<file path="src/rtl/sm_multi_seq.sv">
// sm_multi_seq: sequential sign-magnitude multiplier, one shift-and-add step per clock.
// Build option: define SM_ZERO_NORM_EN to force a positive sign on a zero product.
//
// Ports:
//   clk    - clock, all state updates on the rising edge
//   rst_n  - asynchronous active-low reset
//   start  - begin a multiply (accepted in IDLE or FIN, ignored while busy)
//   p1     - sign-magnitude multiplicand, sign in MSB
//   p2     - sign-magnitude multiplier, sign in MSB
//   busy   - high while iterating (CALC)
//   done   - one-cycle pulse with a new result (FIN)
//   result - sign-magnitude product, sign in MSB, 2*(WIDTH-1) magnitude bits
module sm_multi_seq #(
    parameter int WIDTH = 8
) (
    input  logic               clk,
    input  logic               rst_n,
    input  logic               start,
    input  logic [WIDTH-1:0]   p1,
    input  logic [WIDTH-1:0]   p2,
    output logic               busy,
    output logic               done,
    output logic [2*WIDTH-2:0] result
);

    localparam int MW = WIDTH - 1;
    localparam int AW = 2 * MW;
    localparam int CW = (WIDTH > 2) ? $clog2(WIDTH) : 1;

    localparam logic [1:0] IDLE = 2'd0;
    localparam logic [1:0] CALC = 2'd1;
    localparam logic [1:0] FIN  = 2'd2;

    logic [1:0]    state;
    logic [CW-1:0] cnt;
    logic [AW-1:0] acc;
    logic [AW-1:0] mcand;
    logic [MW-1:0] mplier;
    logic          sgn;

    logic [AW-1:0] acc_nxt;
    logic          sgn_fin;

    // Partial product of the current multiplier bit added into the running sum.
    assign acc_nxt = acc + (mplier[0] ? mcand : '0);

`ifdef SM_ZERO_NORM_EN
    assign sgn_fin = sgn & (|acc_nxt);
`else
    assign sgn_fin = sgn;
`endif

    assign busy = (state == CALC);
    assign done = (state == FIN);

    always_ff @(posedge clk or negedge rst_n) begin
        if (!rst_n) begin
            state  <= IDLE;
            cnt    <= '0;
            acc    <= '0;
            mcand  <= '0;
            mplier <= '0;
            sgn    <= 1'b0;
            result <= '0;
        end else begin
            unique case (state)
                IDLE, FIN: begin
                    if (start) begin
                        mcand  <= {{MW{1'b0}}, p1[MW-1:0]};
                        mplier <= p2[MW-1:0];
                        sgn    <= p1[WIDTH-1] ^ p2[WIDTH-1];
                        acc    <= '0;
                        cnt    <= CW'(MW);
                        state  <= CALC;
                    end else begin
                        state  <= IDLE;
                    end
                end
                CALC: begin
                    acc    <= acc_nxt;
                    mcand  <= mcand << 1;
                    mplier <= mplier >> 1;
                    cnt    <= cnt - 1'b1;
                    // Last multiplier bit: publish the finished product.
                    if (cnt == CW'(1)) begin
                        result <= {sgn_fin, acc_nxt};
                        state  <= FIN;
                    end
                end
                default: begin
                    state <= IDLE;
                end
            endcase
        end
    end

endmodule

</file>
<file path="config.mk">
export PLATFORM = sky130hd
export DESIGN_NAME = sm_multi_seq
export DESIGN_NICKNAME = d
export VERILOG_FILES = /design/src/rtl/sm_multi_seq.sv
export SDC_FILE = /design/constraint.sdc
export NUM_CORES = 1
export LEC_CHECK = 0
export CORE_ASPECT_RATIO = 1.1
export CORE_MARGIN = 5
export CORE_UTILIZATION = 40
export DETAILED_ROUTE_END_ITERATION = 6
export PLACE_DENSITY_LB_ADDON = 0.05
export SETUP_SLACK_MARGIN = 0.15
export SLEW_MARGIN = 15
export SYNTH_ARGS = -nofsm -noshare
export SYNTH_HDL_FRONTEND = slang
export SYNTH_SLANG_ARGS = --single-unit
</file>
<file path="constraint.sdc">
create_clock -name clk -period 3.5 [get_ports clk]
set_clock_uncertainty 0.15 [all_clocks]
set_input_delay 0.875 -clock clk [delete_from_list [all_inputs] [get_ports clk]]
set_output_delay 0.875 -clock clk [all_outputs]
set_load 0.01 [all_outputs]
</file>
Word level (Yosys, flattened, before mapping)
Index checks and enable logic that the tools add are counted.

word-level totals
  bits in registers = 56
  input bits = 19
  output and inout port bits = 17
  word-level logic and storage cells = 33

cells by class
  $add $sub $neg = 2
  eq/ne operators = 5
  muxes and demuxes = 12
  bitwise logic cells = 1
  reduce and logical (&&, ||, !) cells = 6

operator list
  kind                   count
  $pmux W14 S2           2
  $mux W14               3
  $add A14 B14 Y14       1
  $pmux W7 S2            1
  $mux W7                1
  $pmux W3 S2            1
  $reduce_and A2 Y1      3
  $pmux W2 S2            1
  $eq A3 B1 Y1 const B   1
  $mux W3                1
  $sub A3 B1 Y3 const B  1
  $eq A2 B1 Y1 const B   1
  $eq A2 B2 Y1 const B   1
  $logic_not A2 Y1       1
  $mux W2                1
  $ne A2 B1 Y1 const B   1
  $ne A2 B2 Y1 const B   1
  $reduce_bool A2 Y1     1
  $reduce_or A2 Y1       1
  $mux W1                1
  $xor A1 B1 Y1          1

Longest topological paths before layout
Gate-level depths: netlist of run 1.

  depth after elaboration = 4
  depth in mapped cells = 9
  mapped depth without buffers = 9

Worst setup path before layout of run 1
Ideal clock, no wire load.

  path kind = reg2reg
  start = register mplier[0]
  end = register acc[7]
  setup time = 122 ps
  arrival time = 2093 ps
  data required time = 3228 ps
  path slack = 1135 ps
  cell stages (with the launch flop) = 9
  path buffers = 1
  clock period less this slack = 2365 ps
  cell sequence = dfrtp_1 > clkbuf_1 > and2_1 > ha_1 > a21o_1 > a31oi_4 > a21oi_2 > or3_1 > a32o_1

on the way
  word-level cells in the longest chain between the ends = 3

ends and longest elaborated chain
  item                    line  text
  start, declared         38    logic [MW-1:0] mplier;
  start signal, assigned  70    mplier <= p2[MW-1:0];
  start signal, assigned  82    mplier <= mplier >> 1;
  $mux W14                45    assign acc_nxt = acc + (mplier[0] ? mcand : '0);
  $add A14 B14 Y14        45
  $pmux W14 S2            66    unique case (state)
  end signal, assigned    80    acc <= acc_nxt;
  end, declared           36    logic [AW-1:0] acc;

Every way passes these cells.
A chain may end at the register's enable or synchronous reset.

Worst setup path after layout of run 1
  start = register state[1]
  end = output port busy

on the way
  word-level cells in the longest chain between the ends = 1

ends and longest elaborated chain
  item                    line  text
  start, declared         34    logic [1:0] state;
  start signal, assigned  58    state <= IDLE;
  start signal, assigned  74    state <= CALC;
  start signal, assigned  76    state <= IDLE;
  $eq A2 B1 Y1            53    assign busy = (state == CALC);
  end, declared           21    output logic busy,

Every way passes these cells.

==> results of run 1 <==
routing by layer:
metal / vias up / GRT usage, % / wire length [um]
li1: 1165 / - / -
met1: 1089 / 21.40 / 3197
met2: 45 / 24.85 / 2997
met3: 6 / 3.673 / 310
met4: 0 / 4.176 / 77
met5: - / 0 / 0
through the flow:
step / util [%] / std cells / worst slack (ns) / power (mW)
finish: 49.05 / 432 / 0.7119 / 3.600
global route: 49.05 / 432 / 0.6318 / 3.966
CTS: 49.05 / 432 / 0.6925 / 3.648
detailed placement: 47.53 / 424 / 0.9766 / 3.212
global placement: 47.53 / 424 / 1.020 / 3.186
floorplan: - / 313 / 1.135 / 2.604
critical path: stages, from the launching register on:
cell and delay, ns:
dfrtp_1 0.39, nand2b_1 0.16, inv_2 0.28, clkdlybuf4s50_1 0.61
how the worst max path moves through the flow:
stage | start | endpoint | slack (ns) | depth (start not counted)
global placement | mplier[0] | acc[7] | 1.02 | 7
detailed placement | mplier[0] | acc[12] | 0.98 | 9
global route | state[1] | busy | 0.63 | 3
floorplan | mplier[0] | acc[7] | 1.14 | 8
finish | state[1] | busy | 0.71 | 3
CTS | state[1] | busy | 0.69 | 3
power groups by stage:
stage / combinational (mW) / sequential [mW] / clock, mW
floorplan: 1.44 / 1.16 / 0
global placement: 2.00 / 1.19 / 0
detailed placement: 2.02 / 1.19 / 0
CTS: 2.02 / 1.18 / 0.443
global route: 2.27 / 1.23 / 0.474
finish: 2.00 / 1.18 / 0.426
registers in the layout, indices dropped and copies added (netlist names):
| name | count |
|---|---|
| mcand | 14 |
| acc | 14 |
| sgn | 1 |
| state | 2 |
| result | 15 |
| mplier | 7 |
| cnt | 3 |
final cells by class:
cell class | instances | area (um^2)
inverter | 7 | 26.28
timing repair buffer | 41 | 390.4
clock buffer | 6 | 72.57
clock inverter | 2 | 35.03
sequential | 56 | 1401
tap | 85 | 106.4
multi-input combinational | 235 | 1444
fill | 695 | 3611
cell families (layout without fill, tap and decap cells):
kind of cell | count (synthesis) | in the layout | synth area share (%)
compound gates | 87 | 87 | 20.45
xor+xnor | 8 | 8 | 2.391
fa+ha+maj | 16 | 16 | 7.088
buf+inv | 22 | 56 | 2.903
flops | 56 | 56 | 47.82
simple gates | 124 | 124 | 19.34
layout by cell type (no fill, tap or decap), drive strengths merged, types with 4 or more instances in the layout:
cell / n
a21o: 6
a21oi: 15
a22o: 10
a31oi: 14
and2: 14
and3: 4
buf: 7
clkbuf: 6
clkdlybuf4s50: 34
dfrtp: 56
ha: 15
inv: 7
nand2: 67
nor2: 15
nor2b: 5
nor3: 7
o21ai: 18
o31ai: 10
xnor2: 5
==> key figures, run 1 <==
Detailed routing
  • Total wire length: 6582 um
  • Mean routed wirelength per cell: about 15 um
  • Initial detailed-routing violation count: 119
  • Antenna-violating nets left: 0
  • TritonRoute pass-1 iters: 4
  • Residual DRC: 0
  • Detailed-route via count: between 2k and 2.5k
  • DR vias/cell: 5.336

Global route
  • Vias in the first global route: 2316
  • Overflow left after global routing: 0
  • Initial antenna violation count: 0
  • Largest net degree at the start of global routing: 37
  • First-pass GRT wire length: ~11000 um
  • All-Layer GR Usage: 15.60%

Power
  • Leak: 1.555 nW
  • Internal Power: 2.066 mW
  • Switching share of power: a little over two fifths
  • Comb pwr share: 55.5%
  • PwrDens: 1036 mW/mm^2
  • Reg power frac: approximately a third
  • VDD IR max: 0.6868 mV
  • Clock network fraction of design power: 11.8%
  • Switching Power: 1.534 mW

Job
  • Max-Cap Viols: 0

Min path
  • Hold path start: result[0]
  • Worst Hold Class: flop to flop
  • Worst Hold End: result[0]
  • Hold path cells: 2

Die
  • Num rows: 32
  • DIE WIDTH: 91.61 um
  • Initial Utilization: 41.35%
  • Die height: 99.77 um
  • Die area: slightly above 0.009 mm^2
  • Core area: around 0.0071 mm^2
  • Top Ports: 36

STA
  • Final hold vios: 0
  • Minimum clock period after layout: 2.788 ns
  • RSZ-0062 raised after global routing: false
  • Worst-Margin Slew: 0.7464 ns
  • Fin Setup TNS: 0 ns
  • # setup viols final: 0
  • Slew HR: 50.24%
  • Worst hold margin: 0.3345 ns
  • Max Slew Vio Count: 0
  • Final period util: 79.66%
  • FMAX: ~360 MHz

CTS
  • TritonCTS clock tree: built
  • Clock root buffer master: clkbuf_8
  • Setup Fix Bufs, Post-CTS: 0
  • Worst skew pair latency: slightly above 0.3 ns
  • Longest Clk Path Bufs: 2
  • H-tree level count: 2
  • CTS Buf Count: 5
  • Clk pin slew, worst setup/hold paths: 0.10 ns
  • CTS resizes: 0
  • Hold buffers post-CTS: 0
  • CTS sink cnt: 56

Synthesis
  • Library cells used by synthesis: 42
  • Yosys warning total: 0
  • Gate Count Post-Synth: 313
  • Synth Register Bits: 56
  • Area leader, netlist: dfrtp_1
  • Post-synth top area share: 47.82%
  • Top cells by area in the synthesized netlist: dfrtp_1, nand2_1, ha_1, o21ai_0, a22o_1
  • Cell Area, Synth: around 0.0029 mm^2
  • Post-Syn Area per Cell: 9.362 um^2
  • EDFF count, synth: 0
  • Top cells by count, synth: nand2_1, dfrtp_1, o21ai_0
  • Top_reg_cell synth: dfrtp_1
  • FFs w/ async S/R, synth: 100.0%
  • Sequential-to-total area share from yosys stat: 47.82%
  • Most frequent cell after synthesis: nand2_1
  • Net Count, Synth: 348

Worst setup path
  • Worst Setup End Kind: output pin
  • R2R depth: 9
  • Worst flop-to-flop path startpoint: mplier[0]
  • Crit path arrival time: 1.76 ns
  • Register-to-Register Setup Slack: 0.97 ns
  • Critical Path Fanout Max: 19
  • Crit path launch type: flop
  • Required time of the critical path: 2.47 ns
  • Crit Path Class: flop to output pin
  • Worst reg2reg path endpoint: acc[12]

Final layout
  • Layout Nets: between 300 and 400
  • Finished Cell Area: 0.003476 mm^2
  • Share of cells above drive strength 1: 6.340%
  • Antenna fix cells: 0
  • Area grow syn2layout: 18.62%

Outcome
  • Outcome: completed

Place
  • Final HPWL from detailed placement: 4850 um
  • DP Area: 0.003368 mm^2
  • IO Port Bufs: 35
  • GP Congestion: roughly 0.83
No activity file was read; power rests on OpenSTA's default activity.
==> run 2, diff against run 1 <==
==> constraint.sdc (replaced) <==
create_clock -name clk -period 2.3 [get_ports clk]
set_clock_uncertainty 0.15 [all_clocks]
set_input_delay 0.575 -clock clk [delete_from_list [all_inputs] [get_ports clk]]
set_output_delay 0.575 -clock clk [all_outputs]
set_load 0.01 [all_outputs]
==> key figures, run 2 (same netlist as run 1, synthesis figures left out) <==
CTS
  • Worst skew pair latency: 0.32 ns
  • H-tree level count: 2
  • TritonCTS clock tree: built
  • Hold buffers post-CTS: 0
  • CTS Buf Count: 5
  • Clock root buffer master: clkbuf_8
  • Longest Clk Path Bufs: 2
  • CTS sink cnt: 56
  • Clk pin slew, worst setup/hold paths: 0.11 ns

Outcome
  • Outcome: finished, violations left
  • Failing checks: setup timing

Worst setup path
  • Bufs and invs on worst path: 1
  • Worst Setup End Kind: flop
  • Crit path launch type: flop
  • Crit Path Class: flop to flop
  • Required time of the critical path: roughly 2.4 ns
  • Critical Path Slowest Stage Cell: dfrtp_2
  • Crit path arrival time: 2.38 ns
  • Family with the most delay on the worst path: compound AO/OA/AOI/OAI gates
  • Critical Path Fanout Max: 6
  • Crit-path max cell delay: approximately 0.47 ns
  • Critical Path, Cell by Cell: buf_6, and2_4, ha_4, a21o_4, a31oi_4, a21oi_2, or3_4, a32o_1

STA
  • Final hold vios: 0
  • Minimum clock period after layout: between 2 and 2.5 ns
  • RSZ-0062 raised after global routing: true
  • Max Slew Vio Count: 0
  • Final period util: 100.4%
  • Worst-Margin Slew: 0.3961 ns
  • Final WS setup: -0.01015 ns
  • Slew HR: 73.59%
  • # setup viols final: 1
  • FMAX: roughly 430 MHz
  • Worst hold margin: roughly 0.075 ns

Global route
  • Overflow left after global routing: 0
  • First-pass GRT wire length: 12420 um
  • All-Layer GR Usage: 16.78%
  • Vias in the first global route: 2481
  • Largest net degree at the start of global routing: 57
  • Initial antenna violation count: 0

Job
  • Max-Cap Viols: 0

Final layout
  • Commonest non-fill, non-tap cell in the layout: nand2_1
  • Layout Nets: 406
  • Area grow syn2layout: 38.09%
  • Share of cells above drive strength 1: between 20% and 30%
  • Number of flip-flops in the largest register: 15
  • Finished Cell Area: 0.004046 mm^2
  • Top flop regs: result (15), acc (14), mcand (14)
  • Top reg by flops: result
  • Fillers: 658
  • Most frequent cells in the layout: nand2_1, dfrtp_1, clkdlybuf4s50_1
  • Antenna fix cells: 0

Die
  • Die area: 0.009139 mm^2
  • Initial Utilization: 41.35%
  • Num rows: 32
  • Core area: 0.007087 mm^2
  • Top Ports: 36
  • Die height: 99.77 um
  • DIE WIDTH: 91.61 um

Detailed routing
  • TritonRoute pass-1 iters: 4
  • Initial detailed-routing violation count: 66
  • Residual DRC: 0
  • DR vias/cell: 5.370
  • Mean routed wirelength per cell: 15.88 um
  • Total wire length: slightly above 7000 um
  • Detailed-route via count: roughly 2.5k
  • Antenna-violating nets left: 0

Power
  • Leak: ~1.7 nW
  • VDD IR max: 0.9996 mV
  • PwrDens: 1692 mW/mm^2

Place
  • GP Congestion: 0.8107
  • IO Port Bufs: 35
  • DP Area: 0.003595 mm^2
  • Final HPWL from detailed placement: 4865 um

Min path
  • Worst Hold Class: primary input to asynchronous set/reset pin
[run 2: layout make-up]
cell class | instances | area (um^2) | area share [%]
Multi-Input combinational cell | 235 | 1775 | 43.88
Sequential cell | 56 | 1403 | 34.66
Timing Repair Buffer | 66 | 619.3 | 15.31
Tap cell | 85 | 106.4 | 2.628
Clock buffer | 5 | 68.82 | 1.701
Clock inverter | 3 | 47.55 | 1.175
Inverter | 7 | 26.28 | 0.6494
[run 2: per-layer routing]
layer	global-route usage [%]	routed length, um
met5	0	0
met4	4.292	89
met3	3.223	221
met2	27.54	3405
met1	22.87	3540
[run 2: timing repair]
| item | in CTS | in global routing |
|---|---|---|
| setup endpoints to repair | 20 | 21 |
| pin swaps | 10 | 15 |
| buffers inserted | 6 | 3 |
| resized for setup | 28 | 29 |
[run 2: path summary, 6_finish.rpt]
check | from | endpoint | slack, ns | depth (start not counted)
min in group clk | sgn | result[14] | 0.33 | 2
worst min-delay path | rst_n | result[2] | 0.08 | 2
worst max-delay path | mplier[0] | acc[7] | -0.01 | 8
worst max register to register | mplier[0] | acc[7] | -0.01 | 8
worst min register to register | sgn | result[14] | 0.33 | 2
max in group asynchronous | rst_n | mplier[0] | 1.64 | 2
[run 2: power breakdown]
| part | internal, mW | switching, mW | leakage [nW] |
|---|---|---|---|
| clock network | 0.329 | 0.354 | 0.0583 |
| logic | 2.19 | 2.15 | 1.00 |
| registers | 1.48 | 0.348 | 0.678 |
| total | 4.00 | 2.85 | 1.74 |
[run 2: through the flow]
stage	util (%)	setup slack [ns]	power (mW)	setup TNS, ns	std cells
after floorplan	-	0.06813	4.195	0	313
after global placement	50.72	-0.05374	5.302	-0.3280	440
after detailed placement	50.72	-0.1369	5.365	-0.8099	440
after CTS	54.71	-0.03808	6.454	-0.04546	454
after global routing	57.10	-0.1098	7.439	-1.023	457
final	57.10	-0.01015	6.845	-0.01015	457
